File: src/rtl/my_slave_rdy_responder_if.sv
// Request/acknowledge pair of the slave 4-phase handshake.
// The master raises async_en; the slave answers with async_rdy.
interface my_slave_rdy_responder_if;
   logic async_en;
   logic async_rdy;

   modport master (
      output async_en,
      input  async_rdy
   );

   modport slave (
      input  async_en,
      output async_rdy
   );
endinterface

File: src/rtl/my_slave_rdy_responder.sv
// Slave-side responder: synchronizes async_en, inserts wait states with back-pressure,
// acknowledges with async_rdy, counts completed handshakes and flags stuck requests.
module my_slave_rdy_responder #(
   parameter int unsigned SYNC_STAGES    = 2,
   parameter int unsigned WAIT_CYCLES    = 4,
   parameter int unsigned TIMEOUT_CYCLES = 64,
   parameter int unsigned CNT_W          = 16
) (
   input  logic                            i_clk,
   input  logic                            i_rst,
   my_slave_rdy_responder_if.slave         if_slave,
   input  logic                            i_hold_off,
   input  logic                            i_clr_err,
   output logic                            o_busy,
   output logic [CNT_W-1:0]                o_txn_count,
   output logic                            o_timeout_err
);

   // Counter widths are kept at least one bit so zero-wait / single-cycle timeouts elaborate.
   localparam int unsigned WCW = (WAIT_CYCLES > 0) ? $clog2(WAIT_CYCLES + 1) : 1;
   localparam int unsigned TCW = (TIMEOUT_CYCLES > 1) ? $clog2(TIMEOUT_CYCLES) : 1;

   typedef enum logic [1:0] {
      StIdle,
      StWait,
      StAck,
      StErr
   } state_e;

   logic [SYNC_STAGES-1:0] r_sync;
   logic                   w_en_s;

   state_e                 r_state;
   state_e                 w_state_nxt;
   logic [WCW-1:0]         r_wcnt;
   logic [WCW-1:0]         w_wcnt_nxt;
   logic [TCW-1:0]         r_tcnt;
   logic [TCW-1:0]         w_tcnt_nxt;
   logic [CNT_W-1:0]       r_txn_count;
   logic [CNT_W-1:0]       w_txn_nxt;
   logic                   r_timeout_err;
   logic                   w_err_nxt;
   logic                   w_set_err;

   always_ff @(posedge i_clk or posedge i_rst) begin
      if (i_rst) begin
         r_sync <= '0;
      end else begin
         r_sync <= {r_sync[SYNC_STAGES-2:0], if_slave.async_en};
      end
   end

   assign w_en_s = r_sync[SYNC_STAGES-1];

   always_comb begin
      w_state_nxt = r_state;
      w_wcnt_nxt  = r_wcnt;
      w_tcnt_nxt  = r_tcnt;
      w_txn_nxt   = r_txn_count;
      w_set_err   = 1'b0;
      case (r_state)
         StIdle: begin
            if (w_en_s) begin
               w_state_nxt = StWait;
               w_wcnt_nxt  = WCW'(WAIT_CYCLES);
            end
         end
         StWait: begin
            if (!w_en_s) begin
               w_state_nxt = StIdle;
            end else if (i_hold_off) begin
               w_wcnt_nxt = r_wcnt;
            end else if (r_wcnt == '0) begin
               w_state_nxt = StAck;
               w_tcnt_nxt  = '0;
            end else begin
               w_wcnt_nxt = r_wcnt - WCW'(1);
            end
         end
         StAck: begin
            if (!w_en_s) begin
               w_state_nxt = StIdle;
               w_txn_nxt   = r_txn_count + CNT_W'(1);
            end else if (r_tcnt == TCW'(TIMEOUT_CYCLES - 1)) begin
               w_state_nxt = StErr;
               w_set_err   = 1'b1;
            end else begin
               w_tcnt_nxt = r_tcnt + TCW'(1);
            end
         end
         StErr: begin
            if (!w_en_s) begin
               w_state_nxt = StIdle;
            end
         end
         default: w_state_nxt = StIdle;
      endcase
      // A timeout in the same cycle as a clear must remain visible.
      w_err_nxt = w_set_err ? 1'b1 : (i_clr_err ? 1'b0 : r_timeout_err);
   end

   always_ff @(posedge i_clk or posedge i_rst) begin
      if (i_rst) begin
         r_state       <= StIdle;
         r_wcnt        <= '0;
         r_tcnt        <= '0;
         r_txn_count   <= '0;
         r_timeout_err <= 1'b0;
      end else begin
         r_state       <= w_state_nxt;
         r_wcnt        <= w_wcnt_nxt;
         r_tcnt        <= w_tcnt_nxt;
         r_txn_count   <= w_txn_nxt;
         r_timeout_err <= w_err_nxt;
      end
   end

   assign if_slave.async_rdy = (r_state == StAck);
   assign o_busy             = (r_state != StIdle);
   assign o_txn_count        = r_txn_count;
   assign o_timeout_err      = r_timeout_err;

endmodule

File: src/flat_wrapper.sv
// flat-port wrapper written by rule: the top's interface ports become plain ports
module my_slave_rdy_responder_flat 
#(
   parameter int unsigned SYNC_STAGES    = 2,
   parameter int unsigned WAIT_CYCLES    = 4,
   parameter int unsigned TIMEOUT_CYCLES = 64,
   parameter int unsigned CNT_W          = 16
)
  (i_clk, i_rst, i_hold_off, i_clr_err, o_busy, o_txn_count, o_timeout_err, if_slave_async_en, if_slave_async_rdy);
  my_slave_rdy_responder_if if_slave_i ();
  input  logic i_clk;
  input  logic i_rst;
  input  logic i_hold_off;
  input  logic i_clr_err;
  output logic o_busy;
  output logic [CNT_W-1:0] o_txn_count;
  output logic o_timeout_err;
  input wire logic [$bits(if_slave_i.async_en)-1:0] if_slave_async_en;
  output wire logic [$bits(if_slave_i.async_rdy)-1:0] if_slave_async_rdy;
  assign if_slave_i.async_en = if_slave_async_en;
  assign if_slave_async_rdy = if_slave_i.async_rdy;
  my_slave_rdy_responder #(.SYNC_STAGES(SYNC_STAGES), .WAIT_CYCLES(WAIT_CYCLES), .TIMEOUT_CYCLES(TIMEOUT_CYCLES), .CNT_W(CNT_W)) u_core (.i_clk(i_clk), .i_rst(i_rst), .if_slave(if_slave_i), .i_hold_off(i_hold_off), .i_clr_err(i_clr_err), .o_busy(o_busy), .o_txn_count(o_txn_count), .o_timeout_err(o_timeout_err));
endmodule
File: config.mk
export PLATFORM = sky130hd
export DESIGN_NAME = my_slave_rdy_responder_flat
export DESIGN_NICKNAME = d
export VERILOG_FILES = /design/src/rtl/my_slave_rdy_responder_if.sv /design/src/rtl/my_slave_rdy_responder.sv /design/src/flat_wrapper.sv
export SDC_FILE = /design/constraint.sdc
export NUM_CORES = 1
export LEC_CHECK = 0
export ABC_AREA = 0
export BUFFER_PORTS_ARGS = -buffer_cell sky130_fd_sc_hd__clkbuf_2
export CORE_MARGIN = 2
export CORE_UTILIZATION = 40
export DETAILED_ROUTE_END_ITERATION = 10
export HOLD_SLACK_MARGIN = 0.15
export PLACE_DENSITY = 0.58
export SLEW_MARGIN = 20
export SYNTH_ARGS = -nofsm -noshare
export SYNTH_HDL_FRONTEND = slang
export SYNTH_SLANG_ARGS = --single-unit
File: constraint.sdc
create_clock -name i_clk -period 1.5 [get_ports i_clk]
set_input_delay 0.075 -clock i_clk [delete_from_list [all_inputs] [get_ports i_clk]]
set_output_delay 0.075 -clock i_clk [all_outputs]
set_load 0.02 [all_outputs]
==> key figures, run 1 <==
Flow run
  – Max Cap Viol: 0

STA
  – Tightest Pin Transition: approximately 0.38 ns
  – Final min period: about 1.4 ns
  – FMAX: 705 MHz
  – Setup ws final: 0.0821 ns
  – Worst slew margin: around 75%
  – Clock Skews: 0.00921 ns
  – Slew Limit Fails: 0
  – Tcrit/Tclk final: between 90 and 100%
  – Final setup fails: 0
  – Final Hold Fails: 0

Clock network
  – Clk_lat worst skew: 0.28 ns
  – Worst-path clk slew: approximately 0.060 ns
  – Max clock buf depth: 2
  – Htree depth: 2
  – CTS Root Cell: clkbuf_8
  – Cts bufs inserted: 5
  – CTS tree: built
  – CTS sink count: 30

Detailed routing
  – Initial DRT Pass Iterations: 4
  – Drt total wl: 2.94 mm
  – DRC: 0
  – Drt initial violations: between 70 and 80
  – Wire per inst: around 13 um
  – Vias: between 1000 and 1500
  – Detail Route Antenna Nets: 0
  – Routed vias/inst: a little over 5

Cells and area
  – Filler instances: 338
  – Proportion of layout cells with a drive suffix above 1: around a third
  – Final Net Count: 186
  – Area grow syn2layout: 24.2%
  – Finished Core Util: 52.0%
  – Antenna cells: 0
  – Final non-filler cell area: between 1500 and 2000 sq um

Floorplanning
  – Std-Cell Rows: 22
  – Core area: approximately 3700 sq um
  – Initial cell density of the core: approximately two fifths
  – Die H: ~66 um
  – Die Wd: 65.9 um
  – Number of placed I/O pins: 24
  – Die area: 4340 sq um

Critical path
  – Crit path max fanout: 6
  – Worst reg2reg path endpoint: u_core.o_txn_count[12]
  – CP endpoint kind: output pin
  – Crit path kind: reg -> out
  – Reg2Reg Launch Point: u_core.o_txn_count[0]
  – Worst Reg-to-Reg Cells: 5
  – Required time worst endpoint: 1.42 ns
  – Reg2Reg Setup Slack: around 0.1 ns
  – WP data arrival: 1.34 ns
  – Critical path launch point type: register

Power and ir drop
  – Power density cells: 1110 nW/um^2
  – Leak: 0.988 nW
  – Switching Share: 29.3%
  – Internal power: roughly 1.5 mW
  – Sw Pwr: ~620 uW
  – VDD IR max: about 0.6 mV
  – Seq pwr share: ~48%
  – Comb power frac: about a fifth
  – Clock Power Share: a little over 30%

Hold path
  – Hold path cells: 4
  – HP Start: i_hold_off
  – Hold EP: u_core.r_wcnt[2]
  – Worst Hold Class: in -> reg

Yosys
  – Synth warn: 0
  – Net Count, Synth: between 100 and 150
  – Post-Syn Area: between 1500 and 2000 sq um
  – Sequential element share of the synthesized area: around half
  – Syn Inst Count: 137
  – Avg Inst Size Synth: between 10 and 15 sq um
  – Netlist cell types: 40
  – Post-synthesis register bit count: 30

GRT
  – Gr ovfl total: 0
  – Initial antenna violation count: 0
  – Total GRT Usage: between 10% and 20%
  – First-pass GRT wire length: approximately 5.1 mm
  – Largest net degree at the start of global routing: 31
  – Vias in the first global route: roughly 1100

Placed design
  – Post-DP HPWL: approximately 2.1 mm
  – GP Congestion: between 0.8 and 0.9
  – Place WS: between 0.06 and 0.07 ns
  – PortBufs: 23
  – Area after DPL: between 1500 and 2000 sq um

Run status
  – Status: finished clean
==> synth_stat cells <==
library cell   n  area (sq um)
a21oi_1        5          25.0
a22o_2         1          10.0
a31oi_1        1          6.26
a41o_1         1          10.0
a41oi_1        1          8.76
and2_1         2          12.5
and3_1         2          12.5
and4_1         2          17.5
and4bb_2       1          12.5
buf_4          1          7.51
buf_6          2          22.5
dfrtp_1       30           751
ha_1           4          50.1
inv_1          7          26.3
mux2_2         1          11.3
mux2i_1        3          30.0
nand2_1       13          48.8
nand2b_1       2          12.5
nand3_1       12          60.1
nand3_2        1          10.0
nand3b_1       2          15.0
nand4_1        2          12.5
nand4b_4       2          47.6
nand4bb_1      1          11.3
nor2_1         6          22.5
nor2b_1        2          12.5
nor3_1         2          10.0
nor3_2         1          10.0
nor3b_4        1          18.8
nor4_4         1          21.3
o211a_1        1          10.0
o21a_1         1          7.51
o21ai_0        2          10.0
o22a_1         1          8.76
o22ai_1        2          12.5
o311a_1        1          10.0
o32a_1         1          10.0
or2_2          1          6.26
xnor2_1       10          87.6
xor2_1         5          43.8
==> through the flow <==
step	hold WS, ns	TNS, ns	std cells	power, mW
3_3_place_gp	0.149	0	213	1.43
6_report	0.229	0	225	2.12
3_5_place_dp	0.158	0	213	1.46
2_1_floorplan	0.106	0	137	1.32
5_1_grt	0.245	-0.0137	225	2.26
4_1_cts	0.231	0	223	2.11
==> flip-flops by register name, indices dropped and copies added (netlist names) <==
register	flops
u_core.r_state	2
u_core.r_wcnt	3
u_core.o_timeout_err	1
u_core.r_sync	2
u_core.r_tcnt	6
u_core.o_txn_count	16
==> worst max path at each step <==
stage,startpoint,end,slack [ns],cells past startpoint
after floorplan,u_core.o_txn_count[2],u_core.o_txn_count[14],0.08,4
after global placement,u_core.o_txn_count[1],u_core.o_txn_count[14],0.12,5
after detailed placement,u_core.o_txn_count[1],u_core.o_txn_count[12],0.06,5
after CTS,u_core.o_txn_count[1],u_core.o_txn_count[12],0.06,5
after global routing,u_core.o_txn_count[0],u_core.o_txn_count[12],-0.01,5
final,u_core.r_state[1],o_busy,0.08,3
==> power groups by stage <==
stage	Clock [mW]	Combinational, mW	Sequential, mW
after global placement	0	0.410	1.02
after CTS	0.657	0.436	1.02
final	0.643	0.449	1.02
after floorplan	0	0.282	1.04
after detailed placement	0	0.428	1.03
after global routing	0.703	0.519	1.04
==> kinds of logic after synthesis <==
| group | synth area share (%) |
|---|---|
| muxes | 2.69 |
| AOI/OAI and AO/OA | 8.41 |
| xor gates and xnor gates | 8.57 |
| buffers and inverters | 3.67 |
| adders and majority gates | 3.27 |
| DFF | 49.0 |
| and+or+nand+nor | 24.4 |
==> placed cells by master, fill, tap and decap left out, types with 2 or more instances in the layout <==
cell type,synthesis,layout
nand4_1,2,2
nand4b_4,2,2
nor2_1,6,6
xor2_1,5,5
nand3_1,12,11
o21ai_0,2,2
o22ai_1,2,2
clkbuf_8,0,6
and3_1,2,2
nor3_1,2,2
ha_1,4,3
a21oi_1,5,5
clkbuf_2,0,23
dfrtp_2,0,2
nand2_1,13,12
dlygate4sd3_1,0,3
and2_1,2,2
and4_1,2,2
nand2b_1,2,2
inv_1,7,7
xnor2_1,10,10
nand3b_1,2,2
mux2i_1,3,3
nor2b_2,0,2
dfrtp_1,30,28
buf_4,1,10
==> worst max-delay path, stage by stage (launching register included) <==
cell and delay [ns]:
dfrtp_1 0.44, buf_4 0.18, or2_2 0.29, clkbuf_2 0.16
==> timing repair <==
action,CTS,global route
endpoints found under the hold margin,32,0
setup buffers,0,2
cloned,0,0
hold buffers,3,0
resized for setup,1,6
setup endpoints to repair,1,6
pin swaps,0,3
==> layer usage <==
layer | wire length [um] | GRT usage [%]
met1 | 1320 | 18.6
met2 | 1450 | 25.5
met3 | 132 | 5.96
met4 | 34 | 5.21
met5 | 0 | 0
==> area by class of cell <==
type	count	area, sq um	share of cell area (%)
Tap cell	48	60.1	3.15
Sequential cell	30	753	39.6
Inverter	7	26.3	1.38
Clock buffer	7	86.3	4.53
Multi-Input combinational cell	97	758	39.8
Timing Repair Buffer	36	220	11.6
Power figures use the tool's default switching activity.
==> run 2: changes to the inputs <==
CORE_UTILIZATION = 45   (was 40)
PLACE_DENSITY = 0.64   (was 0.58)
==> run 2 against run 1 <==
Against the previous run: critical path type unchanged; power shrank 3.3%; non-clock buffer count up 3; largest power group unchanged; critical path depth stayed put.
==> key figures, run 2 (synthesized netlist as in run 1, its figures left out) <==
Cells and area
  – Proportion of layout cells with a drive suffix above 1: around a third
  – Finished Core Util: just under 60%
  – Antenna cells: 0
  – Area grow syn2layout: 25.4%
  – Commonest non-fill, non-tap cell in the layout: dfrtp_1
  – Final Net Count: between 150 and 200
  – Largest register FFs: 16
  – Register area: around 750 sq um
  – Most frequent cells in the layout: dfrtp_1, clkbuf_2, buf_4
  – Multi-input logic area: approximately 760 sq um
  – Filler instances: approximately 310

Critical path
  – Worst Reg-to-Reg Cells: 4
  – WP data arrival: approximately 1.4 ns
  – Critical path launch point type: register
  – Reg2Reg Setup Slack: 0.10 ns
  – Reg2Reg Launch Point: u_core.r_sync[1]
  – Required time worst endpoint: around 1.4 ns
  – Crit path max fanout: 7
  – Worst reg2reg path endpoint: u_core.o_txn_count[14]
  – Crit path kind: reg -> out
  – CP endpoint kind: output pin

STA
  – RSZ-0062 raised after global routing: false
  – Clock Skews: approximately 0.012 ns
  – Slew Limit Fails: 0
  – Tightest Pin Transition: 0.374 ns
  – Final setup fails: 0
  – Setup ws final: roughly 0.073 ns
  – FMAX: ~700 MHz
  – Final min period: 1.43 ns
  – Worst slew margin: between 70% and 80%
  – Hold slack: 0.180 ns
  – Tcrit/Tclk final: 95.1%
  – Setup TNS: 0 ns
  – Final Hold Fails: 0

Detailed routing
  – Vias: 1146
  – Drt total wl: 2.79 mm
  – Routed vias/inst: 5.05
  – DRC: 0
  – Wire per inst: about 12 um
  – Drt initial violations: 60
  – Initial DRT Pass Iterations: 6
  – Detail Route Antenna Nets: 0

Clock network
  – Max clock buf depth: 2
  – Htree depth: 2
  – Worst-path clk slew: roughly 0.080 ns
  – Cts bufs inserted: 5
  – CTS Root Cell: clkbuf_4
  – CTS sink count: 30
  – Clk_lat worst skew: around 0.32 ns
  – CTS tree: built

Floorplanning
  – Number of placed I/O pins: 24
  – Std-Cell Rows: 21
  – Die area: about 3900 sq um
  – Initial cell density of the core: a little under half
  – Die Wd: slightly above 60 um
  – Core area: approximately 3300 sq um
  – Die H: 62.4 um

Placed design
  – PortBufs: 23
  – Place WS: roughly 0.044 ns
  – Post-DP HPWL: about 2.1 mm
  – GP Congestion: 0.798

GRT
  – Initial antenna violation count: 0
  – First-pass GRT wire length: between 5 and 6 mm
  – Total GRT Usage: roughly 17%
  – Vias in the first global route: ~1100
  – Gr ovfl total: 0
  – Largest net degree at the start of global routing: 31

Run status
  – Status: finished clean

Hold path
  – Worst Hold Class: in -> reg
  – HP Start: i_hold_off
  – Hold path cells: 4
  – Hold EP: u_core.r_wcnt[2]

Power and ir drop
  – VDD IR max: 0.622 mV
  – Total power: 2.04 mW
  – Leak: about 1.0 nW
  – Power density cells: 1060 nW/um^2

Flow run
  – Max Cap Viol: 0
## run 2: cell count changes in the layout (fill, tap and decap cells not counted), sizes merged
cell,previous run,this run
clkbuf,30,31
buf,10,13
## run 2: metrics by stage
step           area (sq um)  cells
2_1_floorplan          1540    137
4_1_cts                1860    223
3_5_place_dp           1750    212
3_3_place_gp           1750    212
6_report               1920    227
5_1_grt                1920    227
## run 2: final cells by class
class | count | area share (%)
clock buffer | 8 | 4.10
inverter | 7 | 1.37
multi-input combinational | 97 | 39.6
sequential | 30 | 39.3
tap | 46 | 2.99
timing repair buffer | 39 | 12.6
## run 2: worst max-delay path, cell delays in order, from the launching register on
cell and delay, ns:
dfrtp_2 0.42, buf_4 0.16, or2_2 0.30, clkbuf_2 0.16
## run 2: worst max-delay path by stage
stage	endpoint	slack (ns)	startpoint
final	o_busy	0.07	u_core.r_state[1]
after floorplan	u_core.o_txn_count[14]	0.08	u_core.o_txn_count[2]
after global routing	o_busy	0.002	u_core.r_state[1]
after CTS	o_busy	0.01	u_core.r_state[1]
after detailed placement	u_core.o_txn_count[14]	0.04	u_core.r_sync[1]
after global placement	u_core.o_txn_count[14]	0.13	u_core.r_sync[1]
## run 2: where the power goes
part,internal [mW],switching (mW)
Combinational,0.219,0.233
Clock,0.320,0.257
Sequential,0.915,0.101
## run 2: timing repair
action,in CTS,in global routing
hold buffers,3,0
hold endpoints to repair,32,0
pin swaps,0,2
resized for setup,2,7
endpoints found under the setup margin,2,8
buffers inserted,0,4
## run 2: metal layers
| layer | GRT usage, % | vias to the layer above | wire [um] |
|---|---|---|---|
| met1 | 20.1 | 548 | 1240 |
| met4 | 5.83 | 0 | 40 |
| li1 | - | 574 | - |
| met3 | 5.62 | 6 | 110 |
| met2 | 29.1 | 18 | 1400 |
| met5 | 0 | - | 0 |
==> run 3: changes to the inputs <==
CAP_MARGIN = 20   (was not set)
PLACE_DENSITY = 0.62   (was 0.64)
clock period = 1.6 ns   (was 1.5 ns; I/O delays follow)
==> run 3 against run 2 <==
Against the previous run: cell count decreased by 4.4%; clock power decreased by 18%; largest cell class is now sequential cells; sequential power decreased by 6%; design area decreased by 6.6%; clock-buffer cell count decreased by 1; power decreased by 12%; flip-flop and latch count unchanged; routed wire length increased by 2.9%; global-route usage decreased by 0.19 points; largest power group unchanged; worst setup slack improved by 0.050 ns; utilization decreased by 3.8 points; die area unchanged.
==> key figures, run 3 (synthesized netlist as in run 1, its figures left out) <==
Placed design
  – PortBufs: 23
  – Post-DP HPWL: around 2.1 mm
  – DP Cell Count: approximately 210
  – GP Congestion: slightly above 0.8

Power and ir drop
  – Leak: ~0.94 nW
  – Switching Share: ~31%
  – Clock Power Share: a little over a quarter
  – Power density cells: between 1000 and 1500 nW/um^2
  – VDD IR max: ~0.5 mV
  – Sw Pwr: ~560 uW
  – Comb power frac: between 20% and 30%
  – Seq pwr share: a little over half
  – Internal power: ~1.3 mW

Critical path
  – Reg2Reg Launch Point: u_core.r_tcnt[0]
  – Reg2Reg Setup Slack: 0.15 ns
  – Crit path max fanout: 7
  – Critical path launch point type: register
  – Required time worst endpoint: 1.52 ns
  – Worst reg2reg path endpoint: u_core.r_tcnt[0]
  – CP endpoint kind: output pin
  – Crit path kind: reg -> out
  – Worst Reg-to-Reg Cells: 4
  – WP data arrival: 1.40 ns

GRT
  – Gr ovfl total: 0
  – First-pass GRT wire length: approximately 5.1 mm
  – Total GRT Usage: 16.8%
  – Largest net degree at the start of global routing: 31
  – Initial antenna violation count: 0
  – Vias in the first global route: between 1000 and 1500

Detailed routing
  – Vias: 1103
  – Detail Route Antenna Nets: 0
  – Drt total wl: ~2.9 mm
  – DRC: 0
  – Drt initial violations: 30
  – Routed vias/inst: roughly 5.1
  – Initial DRT Pass Iterations: 3
  – Wire per inst: approximately 13 um

STA
  – Slew Limit Fails: 0
  – Final setup fails: 0
  – Tcrit/Tclk final: around 92%
  – Final Hold Fails: 0
  – FMAX: between 600 and 700 MHz
  – Final min period: about 1.5 ns
  – RSZ-0062 raised after global routing: false
  – Tightest Pin Transition: 0.370 ns
  – Setup TNS: 0 ns
  – Worst slew margin: 75.3%
  – Clock Skews: ~0.0075 ns

Cells and area
  – Finished Layout Cells: between 200 and 250
  – Filler instances: about 320
  – Area grow syn2layout: 17.1%
  – Antenna cells: 0
  – Proportion of layout cells with a drive suffix above 1: 28.1%
  – Largest register FFs: 16
  – Most frequent cells in the layout: dfrtp_1, clkbuf_2, nand2_1
  – Final Net Count: between 150 and 200
  – Commonest non-fill, non-tap cell in the layout: dfrtp_1

Floorplanning
  – Number of placed I/O pins: 24
  – Die Wd: between 60 and 70 um
  – Core area: ~3300 sq um
  – Die H: approximately 62 um
  – Initial cell density of the core: between 40% and 50%
  – Die area: 3890 sq um
  – Std-Cell Rows: 21

Clock network
  – Max clock buf depth: 2
  – Clk_lat worst skew: ~0.33 ns
  – Post-CTS Setup Bufs: 0
  – Worst-path clk slew: 0.09 ns
  – CTS sink count: 30
  – Htree depth: 2
  – CTS tree: built
  – CTS Root Cell: clkbuf_4
  – Cts bufs inserted: 5

Hold path
  – Worst Hold Class: in -> reg
  – HP Start: i_hold_off
  – Hold path cells: 4
  – Hold EP: u_core.r_wcnt[2]

Flow run
  – Max Cap Viol: 0

Run status
  – Status: finished clean
-- run 3: layer usage --
metal | GRT usage [%] | part of all wire [%] | vias to the layer above
met2 | 28.3 | 49 | 19
met3 | 5.07 | 3.9 | 7
met4 | 8.06 | 2.1 | 0
li1 | - | - | 550
met1 | 19.6 | 45 | 527
met5 | 0 | 0 | -
-- run 3: area by class of cell --
| type | count | area (sq um) | share of cell area [%] |
|---|---|---|---|
| multi-input combinational | 97 | 728 | 40.6 |
| sequential | 30 | 756 | 42.1 |
| timing repair buffer | 29 | 168 | 9.34 |
| tap | 46 | 57.6 | 3.21 |
| inverter | 7 | 26.3 | 1.46 |
| clock buffer | 7 | 55.1 | 3.07 |
| clock inverter | 1 | 5.00 | 0.279 |
-- run 3: power groups by stage --
stage | Clock [mW] | Combinational (mW) | Sequential (mW)
after floorplan | 0 | 0.264 | 0.972
after global placement | 0 | 0.359 | 0.961
after detailed placement | 0 | 0.382 | 0.968
after CTS | 0.492 | 0.389 | 0.953
after global routing | 0.535 | 0.434 | 0.975
final | 0.471 | 0.382 | 0.955
-- run 3: worst max path at each step --
stage	endpoint	cells past startpoint	from
2_1_floorplan	u_core.o_txn_count[14]	5	u_core.o_txn_count[0]
3_3_place_gp	u_core.o_txn_count[14]	5	u_core.o_txn_count[1]
3_5_place_dp	u_core.o_txn_count[14]	5	u_core.o_txn_count[1]
4_1_cts	u_core.o_txn_count[14]	5	u_core.o_txn_count[1]
5_1_grt	if_slave_async_rdy	3	u_core.r_state[0]
6_report	if_slave_async_rdy	3	u_core.r_state[0]
-- run 3: stage by stage --
stage               area (sq um)  utilization (%)  setup WS [ns]  power (mW)  hold WS, ns
detailed placement          1700             51.4         0.0777        1.35        0.154
global placement            1700             51.4          0.126        1.32        0.147
CTS                         1790             54.2         0.0637        1.83        0.176
global route                1800             54.2         0.0285        1.94        0.228
floorplan                   1540                -         0.0744        1.24        0.111
finish                      1800             54.2          0.123        1.81        0.184
-- run 3: timing repair --
action                     CTS  global route
hold buffers                 3             0
gates cloned                 0             0
pin swaps                    0             1
gates resized for setup      1             2
hold endpoints to repair    32             0
setup endpoints to repair    1             4
-- run 3: worst max-delay path: stages, from the launching register on --
cell and delay (ns):
dfrtp_1 0.45, buf_4 0.19, nor2b_2 0.22, clkbuf_2 0.21
